--- config.mk ---
export PLATFORM = sky130hd
export DESIGN_NAME = ireg_skew_flat
export DESIGN_NICKNAME = d
export VERILOG_FILES = /design/src/rtl/ireg_skew_pkg.sv /design/src/rtl/ireg_skew_if.sv /design/src/rtl/ireg_skew_chan.sv /design/src/rtl/ireg_skew.sv /design/src/flat_wrapper.sv
export SDC_FILE = /design/constraint.sdc
export NUM_CORES = 1
export LEC_CHECK = 0
export CORE_ASPECT_RATIO = 1.1
export CORE_MARGIN = 4
export CORE_UTILIZATION = 30
export DETAILED_ROUTE_END_ITERATION = 8
export GPL_TIMING_DRIVEN = 0
export PLACE_DENSITY_LB_ADDON = 0.08
export REMOVE_ABC_BUFFERS = 1
export SYNTH_ARGS = -nofsm -noshare
export SYNTH_HDL_FRONTEND = slang
export SYNTH_SLANG_ARGS = --single-unit
export TNS_END_PERCENT = 20
--- constraint.sdc ---
create_clock -name clk -period 5.6 [get_ports clk]
set_input_delay 1.12 -clock clk [delete_from_list [all_inputs] [get_ports clk]]
set_output_delay 1.12 -clock clk [all_outputs]
set_load 0.03 [all_outputs]
--- src/rtl/ireg_skew_pkg.sv ---
// Shared elaboration helpers for the input skew buffer: per-channel depth,
// total stage count and the counter width derived from it.
package ireg_pkg;

  // Number of registered stages in channel k.
  function automatic int chan_depth(input int k, input int base, input int step);
    return base + k * step;
  endfunction

  // Total stages across all channels; the most tokens that can be in flight.
  function automatic int total_depth(input int nch, input int base, input int step);
    int s;
    s = 0;
    for (int k = 0; k < nch; k++) s += chan_depth(k, base, step);
    return s;
  endfunction

  // Width that holds any value 0..total_depth inclusive.
  function automatic int cnt_width(input int nch, input int base, input int step);
    return $clog2(total_depth(nch, base, step) + 1);
  endfunction

endpackage

--- src/rtl/ireg_skew_if.sv ---
// Bundle of the skew buffer's control, input-token and output-token signals.
// master = the side feeding tokens and watching drain; slave = the buffer.
interface ireg_skew_if
  import ireg_pkg::*;
#(
  parameter int WIDTH = 8,
  parameter int NCH   = 4,
  parameter int BASE  = 1,
  parameter int STEP  = 1
);
  localparam int CNTW = cnt_width(NCH, BASE, STEP);

  logic                   en;
  logic                   clr;
  logic [NCH-1:0]         i_valid;
  logic [NCH*WIDTH-1:0]   i_data;
  logic [NCH-1:0]         o_valid;
  logic [NCH*WIDTH-1:0]   o_data;
  logic [CNTW-1:0]        inflight;
  logic                   busy;

  modport master (
    output en, clr, i_valid, i_data,
    input  o_valid, o_data, inflight, busy
  );

  modport slave (
    input  en, clr, i_valid, i_data,
    output o_valid, o_data, inflight, busy
  );
endinterface

--- src/rtl/ireg_skew_chan.sv ---
// One skew channel: a DEPTH-long chain of {valid, data} stages that shifts on
// en, flushes on clr, and forces data to zero whenever valid is low.
module ireg_chan #(
  parameter int WIDTH = 8,
  parameter int DEPTH = 1
) (
  input  logic                    clk,
  input  logic                    rst_n,
  input  logic                    en,
  input  logic                    clr,
  input  logic                    i_valid,
  input  logic signed [WIDTH-1:0] i_data,
  output logic                    o_valid,
  output logic signed [WIDTH-1:0] o_data
);

  typedef struct packed {
    logic                    v;
    logic signed [WIDTH-1:0] d;
  } stage_t;

  stage_t [DEPTH-1:0] r_stage;
  stage_t             w_stage_in;

  // Zero-gate the incoming token so invalid lanes never carry data.
  always_comb begin
    // NOTE: every always_comb output gets a default first, so no path can infer a latch.
    w_stage_in   = '0;
    w_stage_in.v = i_valid;
    if (i_valid) w_stage_in.d = i_data;
  end

  // Shift chain: reset, then flush, then shift on enable, otherwise hold.
  always_ff @(posedge clk) begin
    // NOTE: every stage is reset, not just the valids: this is a flop chain, not a RAM,
    // and clean zeros keep invalid lanes at zero data from the first cycle.
    if (!rst_n) begin
      r_stage <= '0;
    end else if (clr) begin
      r_stage <= '0;
    end else if (en) begin
      // NOTE: non-blocking assignments make each stage load its neighbour's pre-edge value.
      r_stage[0] <= w_stage_in;
      for (int j = 1; j < DEPTH; j++) r_stage[j] <= r_stage[j-1];
    end
  end

  assign o_valid = r_stage[DEPTH-1].v;
  assign o_data  = r_stage[DEPTH-1].d;

endmodule

--- src/rtl/ireg_skew.sv ---
// Multi-channel input skew buffer for the systolic array edge. Channel k
// delays its token by BASE + k*STEP enabled cycles; a registered counter
// tracks how many valid tokens are held so the caller can detect drain.
module ireg_skew
  import ireg_pkg::*;
#(
  parameter int WIDTH = 8,
  parameter int NCH   = 4,
  parameter int BASE  = 1,
  parameter int STEP  = 1
) (
  input  logic        clk,
  input  logic        rst_n,
  ireg_skew_if.slave  bus
);

  localparam int TOTAL = total_depth(NCH, BASE, STEP);
  localparam int CNTW  = cnt_width(NCH, BASE, STEP);

  // Degenerate geometries would give zero-length chains.
  if (BASE < 1 || NCH < 1 || STEP < 0) begin : g_bad_params
    $fatal(1, "ireg_skew: need BASE >= 1, NCH >= 1, STEP >= 0 (got BASE=%0d NCH=%0d STEP=%0d)",
           BASE, NCH, STEP);
  end

  logic [NCH-1:0]       w_o_valid;
  logic [NCH*WIDTH-1:0] w_o_data;
  logic [CNTW-1:0]      w_n_in;
  logic [CNTW-1:0]      w_n_out;
  logic [CNTW-1:0]      r_inflight;

  for (genvar k = 0; k < NCH; k++) begin : g_chan
    ireg_chan #(
      .WIDTH (WIDTH),
      .DEPTH (chan_depth(k, BASE, STEP))
    ) u_chan (
      .clk     (clk),
      .rst_n   (rst_n),
      .en      (bus.en),
      .clr     (bus.clr),
      .i_valid (bus.i_valid[k]),
      .i_data  (bus.i_data[k*WIDTH +: WIDTH]),
      .o_valid (w_o_valid[k]),
      .o_data  (w_o_data[k*WIDTH +: WIDTH])
    );
  end

  // Tokens entering and leaving on an enabled edge; NCH <= TOTAL, so both fit CNTW.
  always_comb begin
    w_n_in  = CNTW'($countones(bus.i_valid));
    w_n_out = CNTW'($countones(w_o_valid));
  end

  // In-flight count follows the same priority as the stages. The sum never
  // leaves 0..TOTAL, so modular intermediate arithmetic is exact.
  always_ff @(posedge clk) begin
    if (!rst_n) begin
      r_inflight <= '0;
    end else if (bus.clr) begin
      r_inflight <= '0;
    end else if (bus.en) begin
      r_inflight <= r_inflight + w_n_in - w_n_out;
    end
  end

  assign bus.o_valid  = w_o_valid;
  assign bus.o_data   = w_o_data;
  assign bus.inflight = r_inflight;
  assign bus.busy     = (r_inflight != '0);

endmodule

--- src/flat_wrapper.sv ---
// flat-port wrapper written by rule: the top's interface ports become plain ports
module ireg_skew_flat import ireg_pkg::*;
#(
  parameter int WIDTH = 8,
  parameter int NCH   = 4,
  parameter int BASE  = 1,
  parameter int STEP  = 1
)
  (clk, rst_n, bus_en, bus_clr, bus_i_valid, bus_i_data, bus_o_valid, bus_o_data, bus_inflight, bus_busy);
  ireg_skew_if #(.WIDTH(WIDTH), .NCH(NCH), .BASE(BASE), .STEP(STEP)) bus_i ();
  input  logic clk;
  input  logic rst_n;
  input wire logic [$bits(bus_i.en)-1:0] bus_en;
  input wire logic [$bits(bus_i.clr)-1:0] bus_clr;
  input wire logic [$bits(bus_i.i_valid)-1:0] bus_i_valid;
  input wire logic [$bits(bus_i.i_data)-1:0] bus_i_data;
  output wire logic [$bits(bus_i.o_valid)-1:0] bus_o_valid;
  output wire logic [$bits(bus_i.o_data)-1:0] bus_o_data;
  output wire logic [$bits(bus_i.inflight)-1:0] bus_inflight;
  output wire logic [$bits(bus_i.busy)-1:0] bus_busy;
  assign bus_i.en = bus_en;
  assign bus_i.clr = bus_clr;
  assign bus_i.i_valid = bus_i_valid;
  assign bus_i.i_data = bus_i_data;
  assign bus_o_valid = bus_i.o_valid;
  assign bus_o_data = bus_i.o_data;
  assign bus_inflight = bus_i.inflight;
  assign bus_busy = bus_i.busy;
  ireg_skew #(.WIDTH(WIDTH), .NCH(NCH), .BASE(BASE), .STEP(STEP)) u_core (.clk(clk), .rst_n(rst_n), .bus(bus_i));
endmodule
==> impl_metrics.json, run 1 <==
{
  "outcome": "complete, no violations",
  "avgSynthCellArea_um2": 10.22,
  "synthTopCellsByCount": "dfxtp_1, nor2_1, mux2i_1, a22oi_1, buf_4",
  "detail_route.iter0.violations": 102,
  "die_y_um": 125.7,
  "rows": 42,
  "dp.cells": 553,
  "yosysSeqAreaShare_pct": 49.77,
  "vias_per_cell": 4.482,
  "synth_seq_cells": 94,
  "skew_ps": 5.510,
  "worst_pin_slew_ps": 781.2,
  "finalSetupViolCount": 0,
  "placed_area_um2": 4461,
  "irDropWorstVdd_mv": 0.1393,
  "drive_above_1_share_pct": 4.831,
  "maxCapViolations": 0,
  "ant_nets": 0,
  "slowest_stage": "fa_1",
  "drc": 0,
  "cpPeakStageDelay_ps": 520,
  "synth_edf_count": 0,
  "syn-cell-area_um2": 3781,
  "clk_pin_slew_ps": 60,
  "htreeDepth": 3,
  "hp-start": "u_core.g_chan[3].u_chan.o_data[4]",
  "netlist_instances": 370,
  "cts_tree": "yes",
  "wl_per_cell_um": 13.62,
  "die_w_um": 115.0,
  "routed_wl_um": 7738,
  "fmax_mhz": 229.1,
  "grt_usage_pct": 11.35,
  "worst-r2r-setup-slack_ps": 2070,
  "critPathRequiredTime_ps": 5830,
  "slew_headroom_pct": 47.85,
  "drt-pass1-iter-count": 4,
  "dp_hpwl_um": 4925,
  "yosys-top-cells-area": "dfxtp_1, mux2i_1, nor2_1",
  "path_class": "in2reg",
  "hold_viol": 0,
  "r2r-end": "u_core.bus.inflight[3]",
  "cp_common_cell": "fa_1",
  "place_congestion": 0.6513,
  "post-route-min-period_ps": 4365,
  "layout.nets": 464,
  "fillers": 1236,
  "initial_core_util_pct": 31.01,
  "slew_viol_final": 0,
  "rsz0062_at_grt": "false",
  "antenna_found_initial": 0,
  "grt_pass1_vias": 2576,
  "total_leakage_power_nw": 1.891,
  "layout_setup_ws_ps": 1235,
  "tritoncts_num_sinks": 94,
  "fin_area_um2": 4765,
  "worst_setup_path_start_kind": "primary input",
  "instances_no_fill": 568,
  "yosysTopAreaCellShare_pct": 49.77,
  "worstReg2RegStart": "u_core.g_chan[3].u_chan.o_valid",
  "clk_latency_ps": 340,
  "ys_types": 22,
  "synth_top_area_cell": "dfxtp_1",
  "synth_flop_cell": "dfxtp_1",
  "numCtsBuffers": 9,
  "clk_path_buf_depth": 2,
  "hold_path_depth": 2,
  "reg2reg_depth": 10,
  "critPathTopFamily": "adder cells",
  "antennaDiodeCount": 0,
  "vias": 2546,
  "grt_max_degree": 81,
  "hold_buffers": 0,
  "postSynth.asyncResetShare_pct": 0,
  "post-cts-setup-buffers": 0,
  "powerDensity_nw_per_um2": 304.3,
  "dieArea_um2": 14470,
  "crit_arrival_ps": 4590,
  "crit_fanout": 2,
  "coreArea_um2": 12190,
  "worst-path-buf-inv": 3,
  "cts_resized": 0,
  "preCtsSetupSlack_ps": 845.6,
  "ioPinCount": 81,
  "root_buffer": "clkbuf_16",
  "path_cells": "clkdlybuf4s50_1 -> ha_1 -> inv_1 -> fa_1 -> fa_1 -> fa_1 -> inv_1 -> ha_1 -> fa_1 -> xnor3_1 -> a211oi_2 -> a31o_1",
  "end_kind": "register",
  "yosysWarningCount": 0,
  "layout_worst_path_cycle_share_pct": 77.95,
  "area_growth_syn_to_layout_pct": 26.01,
  "hold_class": "reg2reg",
  "grt.overflow.total": 0,
  "holdPathEnd": "u_core.g_chan[3].u_chan.o_data[4]",
  "grt_pass1_wl_um": 12660,
  "io_buffers": 80
}
[flip-flops by register name, summed over array words and instances, names as in the netlist]
name,count
u_core.g_chan.u_chan.r_stage,54
u_core.g_chan.u_chan.o_data,32
u_core.bus.inflight,4
u_core.g_chan.u_chan.o_valid,4
[final cells by class]
class                   instances  area (um^2)  share of cell area, %
inverters                      13        48.80                  1.024
clock inverters                 5        75.07                  1.576
repair buffers                 82        845.8                  17.75
clock buffers                  10        229.0                  4.806
well taps                     154        192.7                  4.044
multi-input cells             210         1491                  31.30
flip-flops and latches         94         1882                  39.50
[per-layer routing]
metal | routed length [um] | up-vias | track usage [%]
met2 | 3400 | 65 | 17.03
met4 | 179 | 0 | 6.215
met5 | 0 | - | 0
met3 | 631 | 11 | 4.894
met1 | 3526 | 1190 | 13.55
li1 | - | 1280 | -
[stage by stage]
step / TNS (ps) / power, W / utilization, % / hold slack [ps]
after floorplan: 0 / 0.0007637 / - / 460.1
after global placement: -73140 / 0.0008366 / 36.16 / 472.3
final: 0 / 0.001450 / 39.08 / 492.0
after detailed placement: 0 / 0.0008356 / 36.59 / 480.5
after global routing: 0 / 0.001520 / 39.08 / 513.9
after CTS: 0 / 0.001482 / 39.08 / 496.0
[report_power, final]
| group | total, W | switching (W) | internal [W] |
|---|---|---|---|
| combinational | 0.000135 | 0.0000685 | 0.0000662 |
| clock | 0.000633 | 0.000247 | 0.000386 |
| sequential | 0.000682 | 0.00000525 | 0.000677 |
[cell usage in the layout, fill, tap and decap left out]
cell type and count:
ha_1 8, clkdlybuf4s50_1 79, clkbuf_16 9, and2_1 4, inv_2 1, clkbuf_1 1
or4_1 1, dfxtp_1 94, xnor3_1 1, buf_12 1, mux2i_1 56, a211oi_2 1
inv_1 12, nand2b_4 1, a22oi_1 32, a211oi_1 1, clkinv_2 3, fa_1 6
buf_4 1, a31o_1 1, nor2_1 94, bufinv_16 2, buf_16 1, a21oi_1 4
[worst max-delay path by stage]
stage | slack (ps) | endpoint | cells past startpoint | start
final | 1230 | u_core.bus.inflight[3] | 12 | bus_i_valid[3]
after CTS | 1210 | u_core.bus.inflight[3] | 12 | bus_i_valid[3]
after global routing | 1090 | u_core.bus.inflight[3] | 12 | bus_i_valid[3]
after floorplan | 1400 | u_core.bus.inflight[3] | 11 | bus_i_valid[2]
after global placement | -2090 | u_core.g_chan[2].u_chan.r_stage[4] | 4 | bus_en
after detailed placement | 850 | u_core.bus.inflight[3] | 12 | bus_i_valid[3]
[worst register-to-register path, cell delays in order, from the launching register on]
cell and delay (ps):
dfxtp_1 350, ha_1 320, fa_1 450, fa_1 490, fa_1 520, inv_1 40
ha_1 200, fa_1 360, xnor3_1 410, a211oi_2 80, a31o_1 200
[logic make-up (layout without fill, tap and decap cells)]
| group | after synthesis | after routing | share of synthesized area (%) |
|---|---|---|---|
| AOI/OAI and AO/OA | 39 | 39 | 7.644 |
| and+or+nand+nor | 100 | 100 | 10.36 |
| xor gates and xnor gates | 1 | 1 | 0.5956 |
| muxes | 56 | 56 | 14.82 |
| adders and majority gates | 14 | 14 | 5.824 |
| buffers and inverters | 66 | 110 | 10.99 |
| DFF | 94 | 94 | 49.77 |
(Power assumes the default switching activity.)
==> run 2, diff against run 1 <==
==> constraint.sdc (replaced) <==
create_clock -name clk -period 3.8 [get_ports clk]
set_input_delay 0.76 -clock clk [delete_from_list [all_inputs] [get_ports clk]]
set_output_delay 0.76 -clock clk [all_outputs]
set_load 0.03 [all_outputs]
==> run 2 against run 1 <==
Sequential share of layout area did not move. Global-route usage hardly changed. Clock skew about the same. Count of clock-buffer cells in the layout unchanged. Flip-flop and latch count unchanged. Clock power is 47% higher. Largest cell class unchanged.
==> impl_metrics.json, run 2 (synthesis gave the netlist of run 1 again) <==
{
  "drive_above_1_share_pct": 5.072,
  "preCtsSetupSlack_ps": -594.4,
  "dp_hpwl_um": 4925,
  "wl_per_cell_um": 13.63,
  "io_buffers": 80,
  "ioPinCount": 81,
  "worst_pin_slew_ps": 780.7,
  "die_y_um": 125.7,
  "fmax_mhz": 277.6,
  "slowest_stage": "fa_1",
  "area_growth_syn_to_layout_pct": 26.01,
  "ant_nets": 0,
  "grt_max_degree": 81,
  "setup.worst_path.start": "bus_i_valid[3]",
  "path_class": "in2reg",
  "worst-r2r-setup-slack_ps": 460,
  "worst-path-buf-inv": 3,
  "dp.cells": 553,
  "coreArea_um2": 12190,
  "maxCapViolations": 0,
  "drc": 0,
  "grt_usage_pct": 11.34,
  "largest_register": "u_core.g_chan.u_chan.r_stage",
  "hp-start": "u_core.g_chan[3].u_chan.o_data[4]",
  "tritoncts_num_sinks": 94,
  "cts_resized": 3,
  "outcome": "complete, no violations",
  "critPathTopFamily": "adder cells",
  "post-cts-setup-buffers": 0,
  "critPathRequiredTime_ps": 4030,
  "slew_viol_final": 0,
  "finalSetupViolCount": 0,
  "routed_wl_um": 7741,
  "hold_class": "reg2reg",
  "hold_buffers": 0,
  "clk_pin_slew_ps": 60,
  "initial_core_util_pct": 31.01,
  "post-route-min-period_ps": 3603,
  "instances_no_fill": 568,
  "hold_viol": 0,
  "end_kind": "register",
  "cp_common_cell": "fa_1",
  "grt.overflow.total": 0,
  "cpPeakStageDelay_ps": 520,
  "place_congestion": 0.6513,
  "layout_setup_ws_ps": 197.3,
  "drt-pass1-iter-count": 4,
  "crit_fanout": 2,
  "antenna_found_initial": 1,
  "fin_hold_ws_ps": 492.0,
  "grt_pass1_wl_um": 12650,
  "worstReg2RegStart": "u_core.g_chan[3].u_chan.o_valid",
  "rsz0062_at_grt": "false",
  "grt_pass1_vias": 2566,
  "vias": 2540,
  "rows": 42,
  "irDropWorstVdd_mv": 0.2061,
  "fillers": 1239,
  "setup-tns-final_ps": 0,
  "detail_route.iter0.violations": 83,
  "worst_setup_path_start_kind": "primary input",
  "dieArea_um2": 14470,
  "vias_per_cell": 4.472,
  "multiInputGateArea_um2": 1494,
  "path_cells": "dlygate4sd2_1 -> ha_1 -> inv_1 -> fa_1 -> fa_1 -> fa_1 -> inv_1 -> ha_1 -> fa_1 -> xnor3_1 -> a211oi_2 -> a31o_1",
  "numCtsBuffers": 9,
  "antennaDiodeCount": 0,
  "slew_headroom_pct": 47.88,
  "crit_arrival_ps": 3830,
  "layout_worst_path_cycle_share_pct": 94.81,
  "clk_path_buf_depth": 2,
  "cts_tree": "yes",
  "root_buffer": "clkbuf_16",
  "layout_common_cells": "nor2_1, dfxtp_1, clkdlybuf4s50_1, mux2i_1, a22oi_1",
  "largest_register_ffs": 54,
  "total_leakage_power_nw": 1.891,
  "skew_ps": 5.436,
  "clk_latency_ps": 340,
  "powerDensity_nw_per_um2": 448.5,
  "htreeDepth": 3,
  "layout.nets": 464,
  "die_w_um": 115.0,
  "ff_latch_area_um2": 1882
}
[run 2: cell types whose count changed in the layout (fill, tap and decap cells not counted)]
| cell | delta |
|---|---|
| dlygate4sd2_1 | +2 |
| fa_2 | +1 |
| clkdlybuf4s50_1 | -2 |
| fa_1 | -1 |
[run 2: worst paths after layout]
| check | cells after the start | endpoint |
|---|---|---|
| max | 12 | u_core.bus.inflight[3] |
| min | 2 | u_core.g_chan[3].u_chan.o_data[4] |
| max reg2reg | 10 | u_core.bus.inflight[3] |
| min reg2reg | 2 | u_core.g_chan[3].u_chan.o_data[4] |
[run 2: area by class of cell]
cell class	count	area share, %
Sequential cell	94	39.50
Tap cell	154	4.044
Inverter	13	1.024
Multi-Input combinational cell	210	31.35
Clock inverter	5	1.576
Timing Repair Buffer	82	17.70
Clock buffer	10	4.806
[run 2: tightest hold or removal path: stages (launching register included)]
cell and delay [ps]:
dfxtp_1 320, mux2i_1 60, nor2_1 70
[run 2: stage by stage]
stage / total power (W) / utilization (%) / cell area, um^2
after detailed placement: 0.001231 / 36.59 / 4461
after global placement: 0.001233 / 36.16 / 4408
after global routing: 0.002241 / 39.08 / 4765
after floorplan: 0.001126 / - / 3415
after CTS: 0.002184 / 39.08 / 4765
final: 0.002137 / 39.08 / 4765
[run 2: power breakdown]
part | switching (W) | total [W] | internal [W]
registers | 0.00000772 | 0.00101 | 0.000998
logic | 0.000101 | 0.000199 | 0.0000976
clock network | 0.000364 | 0.000933 | 0.000569
[run 2: metal layers]
| layer | share of wire, % | up-vias | GRT usage [%] |
|---|---|---|---|
| met4 | 2.4 | 2 | 6.215 |
| met3 | 8.1 | 13 | 4.894 |
| li1 | - | 1276 | - |
| met2 | 44 | 64 | 16.93 |
| met5 | 0.090 | - | 0 |
| met1 | 45 | 1185 | 13.62 |
==> run 3, diff against run 2 <==
--- a/config.mk
+++ b/config.mk
@@ -11,6 +11,7 @@
 export DETAILED_ROUTE_END_ITERATION = 8
 export GPL_TIMING_DRIVEN = 0
 export PLACE_DENSITY_LB_ADDON = 0.08
+export RECOVER_POWER = 50
 export REMOVE_ABC_BUFFERS = 1
 export SYNTH_ARGS = -nofsm -noshare
 export SYNTH_HDL_FRONTEND = slang
==> run 3 against run 2 <==
Highest routed layer unchanged. Critical endpoint unchanged. Register-to-register slack barely moved. Largest cell class unchanged. Maximum frequency hardly changed. The flow now finishes with violations (capacitance limit, slew limit). First-iteration DRC count up 1.2%. Via count unchanged.
==> impl_metrics.json, run 3 (synthesis gave the netlist of run 1 again) <==
{
  "slew_headroom_pct": -49.95,
  "preCtsSetupSlack_ps": -594.4,
  "clk_path_buf_depth": 2,
  "hold_class": "reg2reg",
  "grt_pass1_wl_um": 12650,
  "reg2reg_depth": 10,
  "met3_usage_pct": 4.894,
  "rsz0062_at_grt": "false",
  "utilization_pct": 38.89,
  "drive_above_1_share_pct": 4.348,
  "clk_latency_ps": 340,
  "routed_wl_um": 7759,
  "maxCapViolations": 1,
  "dieArea_um2": 14470,
  "busiest_layer": "met2",
  "die_y_um": 125.7,
  "post-cts-setup-buffers": 0,
  "worst-r2r-setup-slack_ps": 460,
  "coreArea_um2": 12190,
  "use_met2_pct": 16.93,
  "grt_usage_pct": 11.34,
  "largest_register_ffs": 54,
  "worstReg2RegStart": "u_core.g_chan[3].u_chan.o_valid",
  "dp_hpwl_um": 4925,
  "worst_pin_slew_ps": 2249,
  "tritoncts_num_sinks": 94,
  "detail_route.iter0.violations": 84,
  "end_kind": "register",
  "setup.worst_path.start": "bus_i_valid[3]",
  "grt_pass1_vias": 2566,
  "ioPinCount": 81,
  "die_w_um": 115.0,
  "worst_setup_path_start_kind": "primary input",
  "place_congestion": 0.6513,
  "outcome": "finished, violations left",
  "initial_core_util_pct": 31.01,
  "antennaDiodeCount": 0,
  "ant_nets": 0,
  "area_growth_syn_to_layout_pct": 25.38,
  "rows": 42,
  "crit_fanout": 2,
  "skew_ps": 5.436,
  "numCtsBuffers": 9,
  "path_class": "in2reg",
  "hold_viol": 0,
  "largest_register": "u_core.g_chan.u_chan.r_stage",
  "wl_per_cell_um": 13.66,
  "grt_max_degree": 81,
  "irDropWorstVdd_mv": 0.2061,
  "worstSetupEndpoint": "u_core.bus.inflight[3]",
  "vias": 2540,
  "grt.met1_usage_pct": 13.62,
  "powerDensity_nw_per_um2": 450.7,
  "layout_common_cells": "nor2_1, dfxtp_1, clkdlybuf4s50_1, mux2i_1, a22oi_1",
  "r2r-end": "u_core.bus.inflight[3]",
  "grt.overflow.total": 0,
  "finalSetupViolCount": 0,
  "drt-pass1-iter-count": 4,
  "hold_path_depth": 2,
  "antenna_found_initial": 1,
  "layout_setup_ws_ps": 198.6,
  "critPathRequiredTime_ps": 4030,
  "htreeDepth": 3,
  "fin_hold_ws_ps": 492.0,
  "total_leakage_power_nw": 1.878,
  "crit_arrival_ps": 3830,
  "cts_tree": "yes",
  "vias_per_cell": 4.472,
  "drc": 0,
  "layout.nets": 464,
  "setup-tns-final_ps": 0,
  "fmax_mhz": 277.7,
  "slew_viol_final": 32,
  "clk_pin_slew_ps": 60,
  "io_buffers": 80,
  "violations": "capacitance limit, slew limit",
  "root_buffer": "clkbuf_16",
  "layout_worst_path_cycle_share_pct": 94.77,
  "post-route-min-period_ps": 3601
}
==> run 3: changes by cell type in the layout (fill, tap and decap cells not counted), sizes merged <==
cell / previous run / this run
clkdlybuf4s50: 77 / 76
dlygate4sd3: 0 / 1
clkbuf: 10 / 11
buf: 3 / 2
==> run 3: power by group <==
part / leakage [nW] / switching [W] / total (W) / internal, W
Clock: 0.152 / 0.000364 / 0.000933 / 0.000569
Sequential: 0.759 / 0.00000772 / 0.00101 / 0.000998
Combinational: 0.967 / 0.000100 / 0.000198 / 0.0000975
Total: 1.88 / 0.000472 / 0.00214 / 0.00166
==> run 3: critical path: stages <==
cell	delay, ps
dlygate4sd2_1	260
ha_1	270
inv_1	40
fa_1	380
fa_1	470
fa_1	520
inv_1	40
ha_1	200
fa_1	370
xnor3_1	250
a211oi_2	80
a31o_1	200
==> run 3: how the worst min path moves through the flow <==
stage	startpoint	endpoint	slack, ps
after CTS	u_core.g_chan[1].u_chan.r_stage[8]	u_core.g_chan[1].u_chan.r_stage[8]	500
after global routing	u_core.g_chan[1].u_chan.r_stage[8]	u_core.g_chan[1].u_chan.r_stage[8]	510
after global placement	u_core.g_chan[1].u_chan.o_data[3]	u_core.g_chan[1].u_chan.o_data[3]	470
after detailed placement	u_core.g_chan[1].u_chan.r_stage[8]	u_core.g_chan[1].u_chan.r_stage[8]	480
final	u_core.g_chan[3].u_chan.o_data[4]	u_core.g_chan[3].u_chan.o_data[4]	490
after floorplan	u_core.g_chan[2].u_chan.r_stage[10]	u_core.g_chan[2].u_chan.r_stage[10]	460
==> run 3: layer usage <==
metal	wire, um	up-vias
met4	187	2
met1	3513	1185
met5	7	-
met3	629	13
li1	-	1276
met2	3420	64
==> run 3: repair_timing <==
action                                  4_1_cts  5_1_grt
gates resized for setup                       3        0
hold buffers                                  0        0
endpoints found under the setup margin        1        0
==> run 3: stage by stage <==
step           area, um^2  std cells  total power [W]
2_1_floorplan        3415        317         0.001126
3_3_place_gp         4408        551         0.001233
3_5_place_dp         4461        553         0.001231
4_1_cts              4765        568         0.002184
5_1_grt              4741        568         0.002240
6_report             4741        568         0.002136
==> run 3: final cells by class <==
cell class	instances	area [um^2]
timing repair buffer	82	827.0
sequential	94	1882
clock buffer	10	229.0
multi-input combinational	210	1486
inverter	13	48.80
clock inverter	5	75.07
tap	154	192.7
fill	1244	7451
